--- config.mk ---
export PLATFORM = sky130hd
export DESIGN_NAME = regfile_alu_flat
export DESIGN_NICKNAME = d
export VERILOG_FILES = /design/src/rtl/regfile_alu_if.sv /design/src/rtl/regfile_alu.sv /design/src/flat_wrapper.sv
export SDC_FILE = /design/constraint.sdc
export NUM_CORES = 1
export LEC_CHECK = 0
export BUFFER_PORTS_ARGS = -buffer_cell sky130_fd_sc_hd__buf_2
export CORE_MARGIN = 2
export CORE_UTILIZATION = 50
export CTS_CLUSTER_DIAMETER = 120
export DETAILED_ROUTE_END_ITERATION = 10
export HOLD_SLACK_MARGIN = 0.12
export PLACE_DENSITY_LB_ADDON = 0.1
export SYNTH_ARGS = -nofsm -noshare
export SYNTH_HDL_FRONTEND = slang
export SYNTH_SLANG_ARGS = --single-unit
--- constraint.sdc ---
create_clock -name clk -period 6.4 [get_ports clk]
set_input_delay 0.32 -clock clk [delete_from_list [all_inputs] [get_ports clk]]
set_output_delay 0.32 -clock clk [all_outputs]
set_load 0.02 [all_outputs]
--- src/rtl/regfile_alu_if.sv ---
// regfile_alu_if: command/status/debug bundle for regfile_alu.
// master drives start/op/rd/rs1/rs2/imm/dbg_addr; slave drives
// busy/done/result/carry/dbg_data.
interface regfile_alu_if #(
  parameter int WIDTH = 8,
  parameter int AW    = 3
);
  logic             start;
  logic [1:0]       op;
  logic [AW-1:0]    rd;
  logic [AW-1:0]    rs1;
  logic [AW-1:0]    rs2;
  logic [WIDTH-1:0] imm;
  logic             busy;
  logic             done;
  logic [WIDTH-1:0] result;
  logic             carry;
  logic [AW-1:0]    dbg_addr;
  logic [WIDTH-1:0] dbg_data;

  modport master (
    output start, op, rd, rs1, rs2, imm, dbg_addr,
    input  busy, done, result, carry, dbg_data
  );

  modport slave (
    input  start, op, rd, rs1, rs2, imm, dbg_addr,
    output busy, done, result, carry, dbg_data
  );
endinterface

--- src/rtl/regfile_alu.sv ---
// regfile_alu: 2**AW-entry register file feeding a WIDTH-bit
// add/sub unit, sequenced IDLE->READ->EXEC->WRITE.
// Ports: clk; reset (sync, active-high); bus (slave modport):
//   in  start, op, rd, rs1, rs2, imm, dbg_addr
//   out busy, done, result, carry, dbg_data (comb R[dbg_addr])
module regfile_alu #(
  parameter int WIDTH = 8,
  parameter int AW    = 3
) (
  input  logic         clk,
  input  logic         reset,
  regfile_alu_if.slave bus
);
  localparam int NREG = 2**AW;

  typedef enum logic [1:0] {
    IDLE,
    READ,
    EXEC,
    WRITE
  } state_t;

  typedef struct packed {
    logic [1:0]       op;
    logic [AW-1:0]    rd;
    logic [AW-1:0]    rs1;
    logic [AW-1:0]    rs2;
    logic [WIDTH-1:0] imm;
  } cmd_t;

  state_t           state_q;
  state_t           state_d;
  cmd_t             cmd_q;
  logic [WIDTH-1:0] rf [NREG];
  logic [WIDTH-1:0] a_q;
  logic [WIDTH-1:0] b_q;
  logic [WIDTH-1:0] result_q;
  logic             carry_q;
  logic             busy_q;
  logic             done_q;
  logic [WIDTH:0]   sum;
  logic [NREG-1:0]  we;

  always_comb begin
    state_d = state_q;
    case (state_q)
      IDLE:    if (bus.start) state_d = READ;
      READ:    state_d = EXEC;
      EXEC:    state_d = WRITE;
      WRITE:   state_d = IDLE;
      default: state_d = IDLE;
    endcase
  end

  // B already holds imm for op 1x, so op 11 is a plain add.
  always_comb begin
    sum = '0;
    case (cmd_q.op)
      2'b00:   sum = {1'b0, a_q} + {1'b0, b_q};
      2'b01:   sum = {1'b0, a_q} - {1'b0, b_q};
      2'b10:   sum = {1'b0, cmd_q.imm};
      default: sum = {1'b0, a_q} + {1'b0, b_q};
    endcase
  end

  // One-hot write enable from rd, live only in WRITE.
  always_comb begin
    we = '0;
    for (int i = 0; i < NREG; i++) begin
      we[i] = (state_q == WRITE) && (cmd_q.rd == AW'(i));
    end
  end

  always_ff @(posedge clk) begin
    if (reset) begin
      state_q  <= IDLE;
      cmd_q    <= '0;
      a_q      <= '0;
      b_q      <= '0;
      result_q <= '0;
      carry_q  <= 1'b0;
      busy_q   <= 1'b0;
      done_q   <= 1'b0;
      for (int i = 0; i < NREG; i++) begin
        rf[i] <= '0;
      end
    end else begin
      state_q <= state_d;
      busy_q  <= (state_d != IDLE);
      done_q  <= (state_d == WRITE);
      if (state_q == IDLE && bus.start) begin
        cmd_q <= '{
          op:  bus.op,
          rd:  bus.rd,
          rs1: bus.rs1,
          rs2: bus.rs2,
          imm: bus.imm
        };
      end
      if (state_q == READ) begin
        a_q <= rf[cmd_q.rs1];
        b_q <= cmd_q.op[1] ? cmd_q.imm
                           : rf[cmd_q.rs2];
      end
      if (state_q == EXEC) begin
        {carry_q, result_q} <= sum;
      end
      for (int i = 0; i < NREG; i++) begin
        if (we[i]) rf[i] <= result_q;
      end
    end
  end

  assign bus.busy     = busy_q;
  assign bus.done     = done_q;
  assign bus.result   = result_q;
  assign bus.carry    = carry_q;
  assign bus.dbg_data = rf[bus.dbg_addr];
endmodule
--- src/flat_wrapper.sv ---
// flat-port wrapper written by rule: the top's interface ports become plain ports
module regfile_alu_flat 
#(
  parameter int WIDTH = 8,
  parameter int AW    = 3
)
  (clk, reset, bus_start, bus_op, bus_rd, bus_rs1, bus_rs2, bus_imm, bus_dbg_addr, bus_busy, bus_done, bus_result, bus_carry, bus_dbg_data);
  regfile_alu_if #(.WIDTH(WIDTH), .AW(AW)) bus_i ();
  input  logic clk;
  input  logic reset;
  input wire logic [$bits(bus_i.start)-1:0] bus_start;
  input wire logic [$bits(bus_i.op)-1:0] bus_op;
  input wire logic [$bits(bus_i.rd)-1:0] bus_rd;
  input wire logic [$bits(bus_i.rs1)-1:0] bus_rs1;
  input wire logic [$bits(bus_i.rs2)-1:0] bus_rs2;
  input wire logic [$bits(bus_i.imm)-1:0] bus_imm;
  input wire logic [$bits(bus_i.dbg_addr)-1:0] bus_dbg_addr;
  output wire logic [$bits(bus_i.busy)-1:0] bus_busy;
  output wire logic [$bits(bus_i.done)-1:0] bus_done;
  output wire logic [$bits(bus_i.result)-1:0] bus_result;
  output wire logic [$bits(bus_i.carry)-1:0] bus_carry;
  output wire logic [$bits(bus_i.dbg_data)-1:0] bus_dbg_data;
  assign bus_i.start = bus_start;
  assign bus_i.op = bus_op;
  assign bus_i.rd = bus_rd;
  assign bus_i.rs1 = bus_rs1;
  assign bus_i.rs2 = bus_rs2;
  assign bus_i.imm = bus_imm;
  assign bus_i.dbg_addr = bus_dbg_addr;
  assign bus_busy = bus_i.busy;
  assign bus_done = bus_i.done;
  assign bus_result = bus_i.result;
  assign bus_carry = bus_i.carry;
  assign bus_dbg_data = bus_i.dbg_data;
  regfile_alu #(.WIDTH(WIDTH), .AW(AW)) u_core (.clk(clk), .reset(reset), .bus(bus_i));
endmodule
==> out/results.tsv, run 1 <==
metric	value	unit
drv_slew	0	
hold_viol	0	
wl	15.7	mm
hp-class	primary input to flip-flop	
io_buffers	43	
rrSetupSlack	3.72	ns
min_from	bus_imm[4]	
path_class	flip-flop to flip-flop	
via_per_inst	6.07	
ios	44	
cts_buffers	17	
placed_cells_incl_taps	684	
grt_pass1_wl	24.0	mm
die_h	115	um
reg2reg_depth	9	
postCtsSetupBuffers	0	
p_leak	0.00260	uW
grt_max_degree	63	
syn_nets	569	
async_flop_share	0	
grt_antenna_before_repair	0	
clock.fmax	0.373	GHz
syn_avg_cell_area	11.7	sq um
min_to	u_core.cmd_q[4]	
rsz0062_at_grt	false	
cp-end-kind	flip-flop	
area_growth	13.5	%
tightest_slew	1.09	ns
syn_inst	529	
synth_flop_cell	edfxtp_1	
drt-wirelength-per-cell	21.9	um
drive_gt1_frac	0.220	
ir_worst_vdd	228	uV
ctsResizeCount	0	
p_per_area	436	nW/um^2
cp.required	6.72	ns
drc_errors	0	
ant_nets	0	
htree_levels	4	
fill_cells	1016	
startpoint	u_core.cmd_q[18]	
finalSetupTns	0	ns
ys_warn_count	0	
grt_overflow	0	
cts_hold_buf	0	
core-area	12000	sq um
dpl.hpwl	10.5	mm
start_util	0.514	
synth_area	6180	sq um
drt-initial-drc-count	299	
rows	40	
routabilityCongestion	0.896	
period_needed	2.68	ns
clk_pin_slew	0.05	ns
cts_tree	built	
cts_sinks	115	
die_area	13300	sq um
startpoint_type	flip-flop	
grt_use_total	0.250	
nets	596	
setup_viol	0	
max-slew-margin-rel	0.273	
final_cells	716	
ys_types	43	
reg2reg_from	u_core.cmd_q[18]	
synth-seq-cells	115	
yosysSeqAreaShare	0.476	
finClkSkew	0.00856	ns
vias	4346	
r2r_end	u_core.bus.result[6]	
first_pass_iters	5	
diodes	0	
synth_edf_count	64	
status	complete, no violations	
clockBufferDepth	2	
crit_fanout	20	
clock_latency	0.42	ns
fp.dieW	115	um
hold_depth	3	
grt_pass1_vias	4215	
cap_violations	0	
cp.arrival	3.01	ns
clock-root-buffer	clkbuf_16	
min_period_over_period	0.419	
[cell type report]
type	instances	area [sq um]	area share
multi-input combinational	362	2960	0.422
sequential	115	2940	0.420
clock buffer	23	489	0.0698
timing repair buffer	45	230	0.0328
tap	147	184	0.0262
clock inverter	9	148	0.0211
inverter	15	56.3	0.00803
[through the flow]
step	power, uW	utilization	setup slack, ns	area, sq um	hold slack [ns]
3_3_place_gp	2030	0.531	3.86	6370	0.447
2_1_floorplan	1810	-	4.16	6180	0.436
4_1_cts	3060	0.584	3.72	7010	0.129
6_report	3050	0.584	3.72	7010	0.141
5_1_grt	3210	0.584	3.46	7010	0.147
3_5_place_dp	2040	0.531	3.73	6370	0.450
[cell usage in the layout, fill, tap and decap left out, drive strengths merged, types with 2 or more instances in the layout]
master	instances
a211oi	9
a21o	3
a21oi	29
a311oi	5
a31oi	2
a41o	2
buf	45
bufinv	4
clkbuf	23
clkinv	3
dfxtp	51
edfxtp	64
ha	14
inv	16
mux2	8
mux2i	28
mux4	48
nand2	64
nand2b	16
nand3	6
nand4	2
nor2	81
nor2b	5
nor3	5
o21ai	13
xnor2	7
xor2	4
[power breakdown]
part / leakage (uW) / switching, uW / internal [uW]
clock: 0.000310 / 329 / 692
sequential: 0.00108 / 136 / 898
combinational: 0.00121 / 554 / 445
total: 0.00260 / 1020 / 2040
[synthesized netlist by cell type (all sizes together) (4+ instances only)]
master | n | area share
dfxtp | 51 | 0.17
o21ai | 13 | 0.011
nand2 | 64 | 0.039
clkbuf | 18 | 0.011
nand3 | 6 | 0.0049
buf | 19 | 0.024
xnor2 | 7 | 0.0099
inv | 15 | 0.0091
nor3 | 5 | 0.0041
mux2i | 28 | 0.045
a211oi | 9 | 0.011
a311oi | 5 | 0.0071
mux4 | 48 | 0.18
nor2b | 5 | 0.0051
a21oi | 29 | 0.023
mux2 | 8 | 0.015
nor2 | 81 | 0.049
ha | 14 | 0.028
edfxtp | 64 | 0.31
xor2 | 4 | 0.0057
nand2b | 16 | 0.016
[metal layers]
metal | global-route usage | vias to the layer above | share of wire | wire [um]
li1 | - | 1993 | - | -
met1 | 0.340 | 2161 | 0.44 | 6900
met2 | 0.397 | 165 | 0.48 | 7590
met3 | 0.0517 | 27 | 0.056 | 884
met4 | 0.104 | 0 | 0.019 | 299
met5 | 0 | - | 0 | 0
[kinds of logic after synthesis]
logic type	synth area share
DFF	0.476
adders and majority gates	0.0316
AOI/OAI and AO/OA	0.0650
and+or+nand+nor	0.128
buffers and inverters	0.0444
xor gates and xnor gates	0.0156
muxes	0.239
[worst max path at each step]
| stage | to | slack, ns | depth (start not counted) |
|---|---|---|---|
| floorplan | u_core.bus.result[7] | 4.16 | 10 |
| global placement | u_core.bus.result[7] | 3.86 | 9 |
| detailed placement | u_core.bus.result[6] | 3.73 | 9 |
| CTS | u_core.bus.result[6] | 3.72 | 9 |
| global route | u_core.bus.result[3] | 3.46 | 9 |
| finish | u_core.bus.result[6] | 3.72 | 9 |
[state kept, by name, indices dropped and copies added, names as in the netlist, named ones only]
register	count
u_core.a_q	8
u_core.bus.done	1
u_core.rf	64
u_core.b_q	8
u_core.cmd_q	19
u_core.bus.busy	1
u_core.bus.result	8
u_core.bus.carry	1
u_core.state_q	2
[critical path, cell delays in order, from the launching register on]
cell and delay [ns]:
dfxtp_1 0.51, nor2b_1 0.57, nor2_1 0.13, xnor2_1 0.15, ha_1 0.36, a21oi_1 0.21
nand2_1 0.11, a31oi_1 0.21, xor2_1 0.09, a311oi_1 0.25
(Power assumes the default switching activity.)
==> inputs of run 2 (changes only) <==
clock period = 2.7 ns   (was 6.4 ns; I/O delays follow)
==> run 2 against run 1 <==
  * Setup slack worse by 3.4 ns
  * Power up 140%
  * Critical path depth up 1
  * Routed wire length up 4.0%
  * Register-to-register slack worse by 3.4 ns
  * Sequential share of layout area down 1.8 points
  * Largest cell class unchanged
  * Final cell count up 5.4%
  * Clock-buffer cell count down 6
  * Worst hold slack better by 0.038 ns
  * Largest power group is now combinational logic
  * Maximum frequency up 12%
  * Global-route usage up 1.4 points
  * Cell area up 4.6%
==> out/results.tsv, run 2 (synthesized netlist as in run 1, its figures left out) <==
metric	value	unit
status	complete, no violations	
fp.dieW	115	um
cap_violations	0	
grt_pass1_vias	4541	
clock-root-buffer	clkbuf_16	
setup_viol	0	
startpoint_type	flip-flop	
finClkSkew	0.00800	ns
clk_pin_slew	0.05	ns
crit_fanout	6	
drive_gt1_frac	0.240	
dpl.hpwl	11.3	mm
p_per_area	984	nW/um^2
tightest_slew	0.780	ns
vias	4513	
drt-initial-drc-count	380	
r2r_end	u_core.bus.result[7]	
grt_max_degree	27	
htree_levels	4	
grt_antenna_before_repair	0	
grt_pass1_wl	25.5	mm
clock_latency	0.42	ns
hold_viol	0	
p_leak	0.00276	uW
routabilityCongestion	0.876	
path_class	flip-flop to flip-flop	
min_from	reset	
ant_nets	0	
utilization	0.610	
area_growth	18.7	%
rows	40	
wl	16.3	mm
cp_cell_sequence	or3_1, nor2_1, a21oi_1, xnor2_1, ha_1, a21o_1, a31o_2, nor3_1, nor3_1, o22a_1	
postCtsSetupBuffers	0	
min_to	u_core.b_q[3]	
io_buffers	43	
final_cell_mix	nor2_1, nand2_1, edfxtp_1, dfxtp_1, buf_2	
cp_slowest_cell	or3_1	
core-area	12000	sq um
hp-class	primary input to flip-flop	
rrSetupSlack	0.31	ns
cts_sinks	115	
finalSetupTns	0	ns
top_regs	u_core.rf: 64 flops, u_core.cmd_q: 19 flops	
die_area	13300	sq um
ios	44	
clock.fmax	0.419	GHz
grt_use_total	0.265	
largest_reg_flops	64	
cts_tree	built	
largest-register	u_core.rf	
period_needed	2.39	ns
via_per_inst	5.98	
min_period_over_period	0.885	
start_util	0.514	
first_pass_iters	5	
hold_depth	2	
drt-wirelength-per-cell	21.6	um
drv_slew	0	
reg2reg_depth	10	
startpoint	u_core.b_q[2]	
ir_worst_vdd	540	uV
max-slew-margin-rel	0.479	
drc_errors	0	
nets	635	
rsz0062_at_grt	false	
diodes	0	
cp-end-kind	flip-flop	
grt_overflow	0	
cp.required	3.01	ns
die_h	115	um
final_common_cell	nor2_1	
cts_buffers	17	
clockBufferDepth	2	
critPathMaxStageDelay	0.41	ns
reg2reg_from	u_core.b_q[2]	
cp.arrival	2.70	ns
crit_path_frequent_cell	nor3_1	
==> run 2: cell types whose count changed in the layout (fill, tap and decap cells not counted) <==
cell           change
inv_4              -1
clkbuf_16          -1
clkinv_1           +1
clkbuf_1           -3
dlygate4sd3_1     +20
clkinv_2           +2
clkbuf_8           -2
inv_6              +1
buf_4             +19
clkinv_4           +2
clkinvlp_4         +1
==> run 2: where the power goes <==
group / internal [uW] / switching [uW]
registers: 2130 / 288
logic: 1100 / 1380
clock network: 1530 / 784
==> run 2: worst max path at each step <==
stage,to,slack [ns],cells after the start
global placement,u_core.bus.result[7],0.33,10
floorplan,u_core.bus.result[7],0.46,10
global route,u_core.bus.result[7],0.13,10
detailed placement,u_core.bus.result[7],0.33,10
finish,u_core.bus.result[7],0.31,10
CTS,u_core.bus.result[7],0.31,10
==> run 2: area by class of cell <==
type / count / area [sq um]
flip-flops and latches: 115 / 2940
repair buffers: 84 / 573
fillers: 962 / 4680
well taps: 147 / 184
multi-input cells: 362 / 2960
inverters: 15 / 56.3
clock buffers: 17 / 425
clock inverters: 15 / 189
==> run 2: what timing repair did <==
action	4_1_cts	5_1_grt
endpoints found under the hold margin	23	0
gates resized for setup	0	0
hold buffers	20	0
==> run 2: per-layer routing <==
| metal | global-route usage | part of all wire | vias to the layer above |
|---|---|---|---|
| met1 | 0.355 | 0.44 | 2280 |
| li1 | - | - | 2069 |
| met4 | 0.106 | 0.024 | 0 |
| met5 | 0 | 0 | - |
| met3 | 0.0453 | 0.047 | 25 |
| met2 | 0.433 | 0.49 | 139 |
==> run 2: worst max-delay path: cells and delay by family (launching register included) <==
| family | cells | cell delay, ns |
|---|---|---|
| flip-flops | 1 | 0.36 |
| XOR/XNOR | 1 | 0.14 |
| AO/OA/AOI/OAI | 4 | 0.71 |
| AND/OR/NAND/NOR | 4 | 0.70 |
| adder cells (fa/ha/maj) | 1 | 0.38 |
==> run 2: per-stage QoR <==
stage	instance area, sq um	std cells	worst slack, ns	power [uW]	hold WS (ns)
global route	7330	755	0.134	7600	0.213
CTS	7330	755	0.315	7230	0.170
floorplan	6180	529	0.464	4280	0.271
finish	7330	755	0.311	7220	0.179
detailed placement	6520	703	0.325	4880	0.381
global placement	6520	703	0.333	4840	0.377
